<file path="config.mk">
export PLATFORM = sky130hd
export DESIGN_NAME = halt_dump_responder
export DESIGN_NICKNAME = d
export VERILOG_FILES = /design/src/rtl/halt_dump_responder.sv
export SDC_FILE = /design/constraint.sdc
export NUM_CORES = 1
export LEC_CHECK = 0
export ABC_AREA = 1
export ABC_CLOCK_PERIOD_IN_PS = 1700
export CORE_ASPECT_RATIO = 0.7
export CORE_UTILIZATION = 44
export CTS_BUF_LIST = sky130_fd_sc_hd__clkbuf_4
export CTS_CLUSTER_SIZE = 25
export DETAILED_ROUTE_END_ITERATION = 10
export GPL_TIMING_DRIVEN = 0
export PLACE_DENSITY = 0.88
export SLEW_MARGIN = 20
export SYNTH_ARGS = -nofsm -noshare
export SYNTH_HDL_FRONTEND = slang
export SYNTH_SLANG_ARGS = --single-unit
</file>
<file path="constraint.sdc">
create_clock -name clock -period 1.7 [get_ports clock]
set_clock_uncertainty 0.2 [all_clocks]
set_input_delay 0.425 -clock clock [delete_from_list [all_inputs] [get_ports clock]]
set_output_delay 0.425 -clock clock [all_outputs]
set_load 0.01 [all_outputs]
</file>
<file path="src/rtl/halt_dump_responder.sv">
// halt_dump_responder
//
// Host-side responder for the processor halt handshake. When the core raises
// wait_for_continue, this block takes over the data RAM read port, sends one
// header word (DUMP_WORDS), then streams RAM words 0..DUMP_WORDS-1 over a
// valid/ready word interface, and finally pulses wait_continue_execution to
// resume the core.
//
// Ports:
//   clock                    in   single clock, rising edge
//   reset                    in   synchronous, active-high
//   wait_for_continue        in   processor halt flag
//   wait_continue_execution  out  one-cycle resume pulse
//   mem_select               out  1 = RAM port owned by this block (read only)
//   mem_addr   [ADDR_SIZE]   out  RAM read address
//   mem_dout   [WORD_SIZE]   in   RAM read data, one cycle after mem_addr
//   out_valid                out  stream word valid
//   out_ready                in   stream sink ready
//   out_data   [WORD_SIZE]   out  stream word
//   host_continue            in   resume request (AUTO_CONTINUE = 0 only)
//   busy                     out  high whenever not IDLE
module halt_dump_responder #(
    parameter int ADDR_SIZE     = 18,
    parameter int WORD_SIZE     = 18,
    parameter int DUMP_WORDS    = 64,
    parameter int AUTO_CONTINUE = 1
) (
    input  logic                 clock,
    input  logic                 reset,
    input  logic                 wait_for_continue,
    output logic                 wait_continue_execution,
    output logic                 mem_select,
    output logic [ADDR_SIZE-1:0] mem_addr,
    input  logic [WORD_SIZE-1:0] mem_dout,
    output logic                 out_valid,
    input  logic                 out_ready,
    output logic [WORD_SIZE-1:0] out_data,
    input  logic                 host_continue,
    output logic                 busy
);

    localparam logic [ADDR_SIZE-1:0] LAST_INDEX  = ADDR_SIZE'(DUMP_WORDS - 1);
    localparam logic [WORD_SIZE-1:0] HEADER_WORD = WORD_SIZE'(DUMP_WORDS);

    typedef enum logic [2:0] {
        IDLE,
        HEADER,
        FETCH,
        LATCH,
        SEND,
        DONE,
        RESUME,
        DRAIN
    } state_t;

    state_t                 state_reg, state_next;
    logic [ADDR_SIZE-1:0]   i_reg, i_next;
    logic [WORD_SIZE-1:0]   data_reg, data_next;

    always_ff @(posedge clock) begin
        if (reset) begin
            state_reg <= IDLE;
            i_reg     <= '0;
            data_reg  <= '0;
        end else begin
            state_reg <= state_next;
            i_reg     <= i_next;
            data_reg  <= data_next;
        end
    end

    always_comb begin
        state_next = state_reg;
        i_next     = i_reg;
        data_next  = data_reg;
        case (state_reg)
            IDLE: begin
                i_next = '0;
                if (wait_for_continue) begin
                    // The header word is loaded into the output register on
                    // the way in, so out_data stays a pure register output.
                    data_next  = HEADER_WORD;
                    state_next = HEADER;
                end
            end
            HEADER: begin
                if (out_ready) state_next = FETCH;
            end
            FETCH: begin
                state_next = LATCH;
            end
            LATCH: begin
                // RAM read data is valid now, one cycle after the address.
                data_next  = mem_dout;
                state_next = SEND;
            end
            SEND: begin
                if (out_ready) begin
                    if (i_reg == LAST_INDEX) begin
                        state_next = DONE;
                    end else begin
                        i_next     = i_reg + 1'b1;
                        state_next = FETCH;
                    end
                end
            end
            DONE: begin
                if (AUTO_CONTINUE != 0 || host_continue) state_next = RESUME;
            end
            RESUME: begin
                state_next = DRAIN;
            end
            DRAIN: begin
                // Wait for the halt flag to drop so one halt yields one dump.
                if (!wait_for_continue) state_next = IDLE;
            end
            default: begin
                state_next = IDLE;
            end
        endcase
    end

    // Every output is either a register or decoded from the state register.
    assign mem_select              = (state_reg == FETCH) || (state_reg == LATCH) ||
                                     (state_reg == SEND);
    assign mem_addr                = i_reg;
    assign out_valid               = (state_reg == HEADER) || (state_reg == SEND);
    assign out_data                = data_reg;
    assign wait_continue_execution = (state_reg == RESUME);
    assign busy                    = (state_reg != IDLE);

endmodule
</file>
== After elaboration in Yosys (flattened, before gate mapping) ==
Index checks and enable logic that the tools add are counted.
W data, S select, Z words.

* Register bits: 39
* Word-level logic and storage cells: 38

* $add $sub $neg: 1
* Equality and inequality tests: 13
* Muxes and demuxes: 11
* Reduce and logical (&&, ||, !) cells: 10

{| class="wikitable"
|+ Operators by type and width
! cell !! number
|-
| $pmux W18 S2 || 2
|-
| $mux W18 || 3
|-
| $pmux W3 S8 || 1
|-
| $add A18 B1 Y18 const B || 1
|-
| $eq A18 B6 Y1 const B || 1
|-
| $mux W3 || 5
|-
| $eq A3 B3 Y1 const B || 4
|-
| $ne A2 B2 Y1 const B || 5
|-
| $eq A3 B2 Y1 const B || 2
|-
| $reduce_and A4 Y1 || 1
|-
| $reduce_bool A2 Y1 || 2
|-
| $eq A3 B1 Y1 const B || 1
|-
| $logic_not A3 Y1 || 1
|-
| $logic_or A1 B1 Y1 || 3
|-
| $reduce_and A3 Y1 || 1
|-
| $reduce_bool A3 Y1 || 1
|-
| $reduce_and A2 Y1 || 1
|}

== Longest topological paths before layout ==
* Depth after elaboration: 4
* Gate-level depth with buffers: 10
* Mapped depth without buffers: 10

== Worst setup path after synthesis ==
Ideal clock, no wire load.

* Path type: register to output
* Start: register state_reg[2]
* End: output wait_continue_execution
* Arrival: 1.185 ns
* Data required time: 1.075 ns
* Path slack: -0.110 ns
* Stages on the path, launching flop included: 5
* Path buffers: 2
* Cells stage by stage: dfxtp_1 > inv_2 > buf_2 > buf_1 > nor3_1

* Cells in the longest elaborated chain, start to end: 1

{| class="wikitable"
|+ RTL lines
! element !! line !! text
|-
| start, declared || 56 || <nowiki>state_t state_reg, state_next;</nowiki>
|-
| start signal, assigned || 66 || <nowiki>state_reg <= state_next;</nowiki>
|-
| $eq A3 B3 Y1 || 129 || <nowiki>assign wait_continue_execution = (state_reg == RESUME);</nowiki>
|-
| end, declared || 31 || <nowiki>output logic wait_continue_execution,</nowiki>
|}

No other way between the ends.

== Worst setup path in the final report ==
* Start: register state_reg[0]
* End: register state_reg[0]

* Cells in the longest elaborated chain, start to end: 3

{| class="wikitable"
|+ RTL lines
! element !! line !! text
|-
| $eq A3 B1 Y1, or another cell as far along || 76 || <nowiki>case (state_reg)</nowiki>
|-
| $ne A2 B2 Y1 (no line) || -- ||
|-
| $reduce_and A4 Y1 (no line) || -- ||
|}

Parallel ways exist; a longest one is shown, timed or not.
A chain may end at the register's enable or synchronous reset.

==> impl_metrics.yaml <==
status:
  status: "complete, but fails checks"
  violations: "DRC, setup timing"
critical_path:
  cp_slowest_cell: "dfxtp_4"
  cp-end-kind: "flop"
  startpoint_type: "flop"
  critPathKind: "reg -> reg"
  crit_chain: "buf_4, nand2_1, inv_4, nand3_1, o21ai_0, a21oi_2, o21ai_1, nor2_1, nor2_1"
  cp_data_required_time_ns: 1.75
  r2r-start: "state_reg[0]"
  worst-endpoint-arrival_ns: 2.01
  r2r_cells: 9
  cpPeakStageDelay_ns: 0.38
  cp_top_family: "compound AO/OA/AOI/OAI gates"
  crit_buf_inv: 2
  path_max_fanout: 10
  worstSetupPathDepth: 9
  reg2reg_slack_ns: -0.26
  reg2reg_to: "state_reg[0]"
  path_common_cell: "nor2_1"
yosys:
  yosysMostFrequentCell: "nand2_1"
  synth_fa_ha_area_share_pct: 0.600
  synth-seq-cells: 39
  synth_top_family_by_area: "simple AND/OR/NAND/NOR gates"
  yosysUniqueCellTypes: 29
  ys_warn_count: 0
  synthFlopType: "dfxtp_1"
  syn_avg_cell_area_sq_um: 6.86
  synth-compound-area-share_pct: 12.5
  synth_area_leaders: "dfxtp_1 (37%), nand3_1 (11%), nand2_1 (11%)"
  synthMuxAreaShare_pct: 0
  postSynthCellCount: 304
  synth_top_area_cell: "dfxtp_1"
  synth_nets: 328
  synthDominantCellAreaShare_pct: 37.4
  synth.cell_area_sq_mm: 0.00209
  yosys.area_share.simple_pct: 39.5
  async_flop_share_pct: 0
  synth_edf_count: 0
  ys_top_cells_by_count: "nand2_1 (59), nand3_1 (47), nor2_1 (43)"
  synthXorXnorAreaFrac_pct: 1.68
  ys_seq_area_share_pct: 37.4
placed_design:
  io_buffers: 61
  gp_congestion: 0.918
  dp_hpwl_microns: 4230
  dpl-instance-area_sq_mm: 0.00277
  dp_cells: 420
pwr:
  p_leak_nw: 1.50
  power_density_mw_per_mm2: 1140
  ir_worst_vdd_uv: 723
routing:
  drt_iter0_drc: 277
  drc: 8
  ant_nets: 0
  post_drt_wl_per_cell_microns: 17.5
  via_per_inst: 5.75
  vias: 2656
  wirelength_microns: 8100
  firstDrtPassIters: 10
grt:
  grt_pass1_wl_microns: 11000
  antenna_found_initial: 0
  grt-ovfl-total: 0
  global_route.usage.total_pct: 28.7
  grt_pass1_vias: 2317
  grt_max_degree: 20
cts:
  cts_sinks: 39
  clk_latency_ns: 0.37
  numCtsBuffers: 5
  clock_path_buffers: 2
  cts_tree: "built"
  h-tree-depth: 2
  clk_pin_slew_ns: 0.12
  cts_root_buffer: "clkbuf_4"
  hold_buffers: 0
sta:
  setup_slack_ns: -0.262
  finalCritPeriodShare_pct: 115
  fmax_mhz: 510
  rsz0062_at_grt: "yes"
  holdWs_ns: 0.286
  max_slew_margin_pct: 80.7
  hold_viol: 0
  min_period_ns: 1.96
  worstMarginPinSlew_ns: 0.289
  drv_slew: 0
  setup_viol: 23
floorplanning:
  die_w_microns: 84.3
  fp-row-count: 20
  start_util_pct: 46.8
  die-area_sq_mm: 0.00502
  die_h_microns: 59.6
  io_pins: 63
  core_sq_mm: 0.00445
final_layout:
  final_cell_area_sq_mm: 0.00349
  final_util_pct: 78.4
  area_growth_syn_to_layout_pct: 67.4
  drive_above_1_share_pct: 33.9
  fillers: 298
  finalNonFillerCells: 462
  nets: 430
  n_antenna_cell: 0
hold_path:
  hold_end: "out_data[16]"
  hold_path_class: "reg -> reg"
  hold-path-cell-count: 2
  min-delay-start: "out_data[16]"
run:
  drv_cap: 0
-- final cells by class --
type                            instances  area, sq um  area share [%]
Multi-Input combinational cell        227         1370            39.2
Timing Repair Buffer                   97          947            27.1
Sequential cell                        39          846            24.2
Inverter                               27          120            3.44
Buffer                                  9         81.3            2.33
Tap cell                               55         68.8            1.97
Clock buffer                            6         45.0            1.29
Clock inverter                          2         12.5           0.358
-- layer usage --
metal / routed length, microns / up-vias / GRT usage, %
li1: - / 1207 / -
met1: 3020 / 1236 / 36.1
met2: 3920 / 165 / 48.6
met3: 794 / 48 / 6.96
met4: 362 / 0 / 11.1
met5: 0 / - / 0
-- tightest hold or removal path, stage by stage (launching register included) --
cell     delay [ns]
dfxtp_1        0.33
nand3_1        0.07
a21oi_1        0.05
-- cells in the final DEF, fill, tap and decap left out, drive strengths merged --
master         synthesis  layout
a21oi                 31      31
and2                   1       1
buf                    8      43
clkbuf                 3      13
clkdlybuf4s15          0       5
clkdlybuf4s50          0      21
clkinv                 2       2
clkinvlp               0       1
dfxtp                 39      39
dlygate4sd2            0      30
ha                     1       1
inv                   25      26
nand2                 69      69
nand3                 50      50
nand3b                 1       1
nand4                  3       3
nor2                  47      47
nor3                   6       6
o21ai                 11      11
o21bai                 2       2
o221ai                 1       1
xor2                   4       4
-- stage by stage --
stage / power, mW / TNS [ns] / worst slack [ns]
after global placement: 2.20 / -12.73 / -0.591
after global routing: 4.10 / -4.60 / -0.263
after floorplan: 1.80 / 0 / 0.0430
after detailed placement: 2.22 / -13.11 / -0.613
after CTS: 3.45 / -0.924 / -0.214
final: 3.97 / -3.22 / -0.262
-- worst max-delay path by stage --
stage | start | end | slack (ns)
6_report | state_reg[0] | state_reg[0] | -0.26
5_1_grt | state_reg[0] | state_reg[0] | -0.26
4_1_cts | state_reg[2] | wait_continue_execution | -0.21
3_5_place_dp | state_reg[2] | wait_continue_execution | -0.61
3_3_place_gp | state_reg[2] | wait_continue_execution | -0.59
2_1_floorplan | state_reg[2] | wait_continue_execution | 0.04
-- logic make-up (layout without fill, tap and decap cells) --
family                   after synthesis  count (layout)
AO/OA/AOI/OAI                         45              45
XOR/XNOR                               4               4
adder cells (fa/ha/maj)                1               1
buffers and inverters                 38             141
flip-flops                            39              39
AND/OR/NAND/NOR                      177             177
-- report_power, final --
| part | internal (mW) | leakage (nW) | switching, mW | total [mW] |
|---|---|---|---|---|
| registers | 0.982 | 0.330 | 0.0709 | 1.05 |
| clock network | 0.176 | 0.0317 | 0.333 | 0.509 |
| logic | 1.14 | 1.13 | 1.27 | 2.41 |
-- repair_timing --
item | in CTS | in global routing
gates cloned | 2 | 1
endpoints found under the setup margin | 70 | 48
gates resized for setup | 132 | 56
pin swaps | 10 | 19
buffers inserted | 17 | 18
Power figures use the tool's default switching activity.
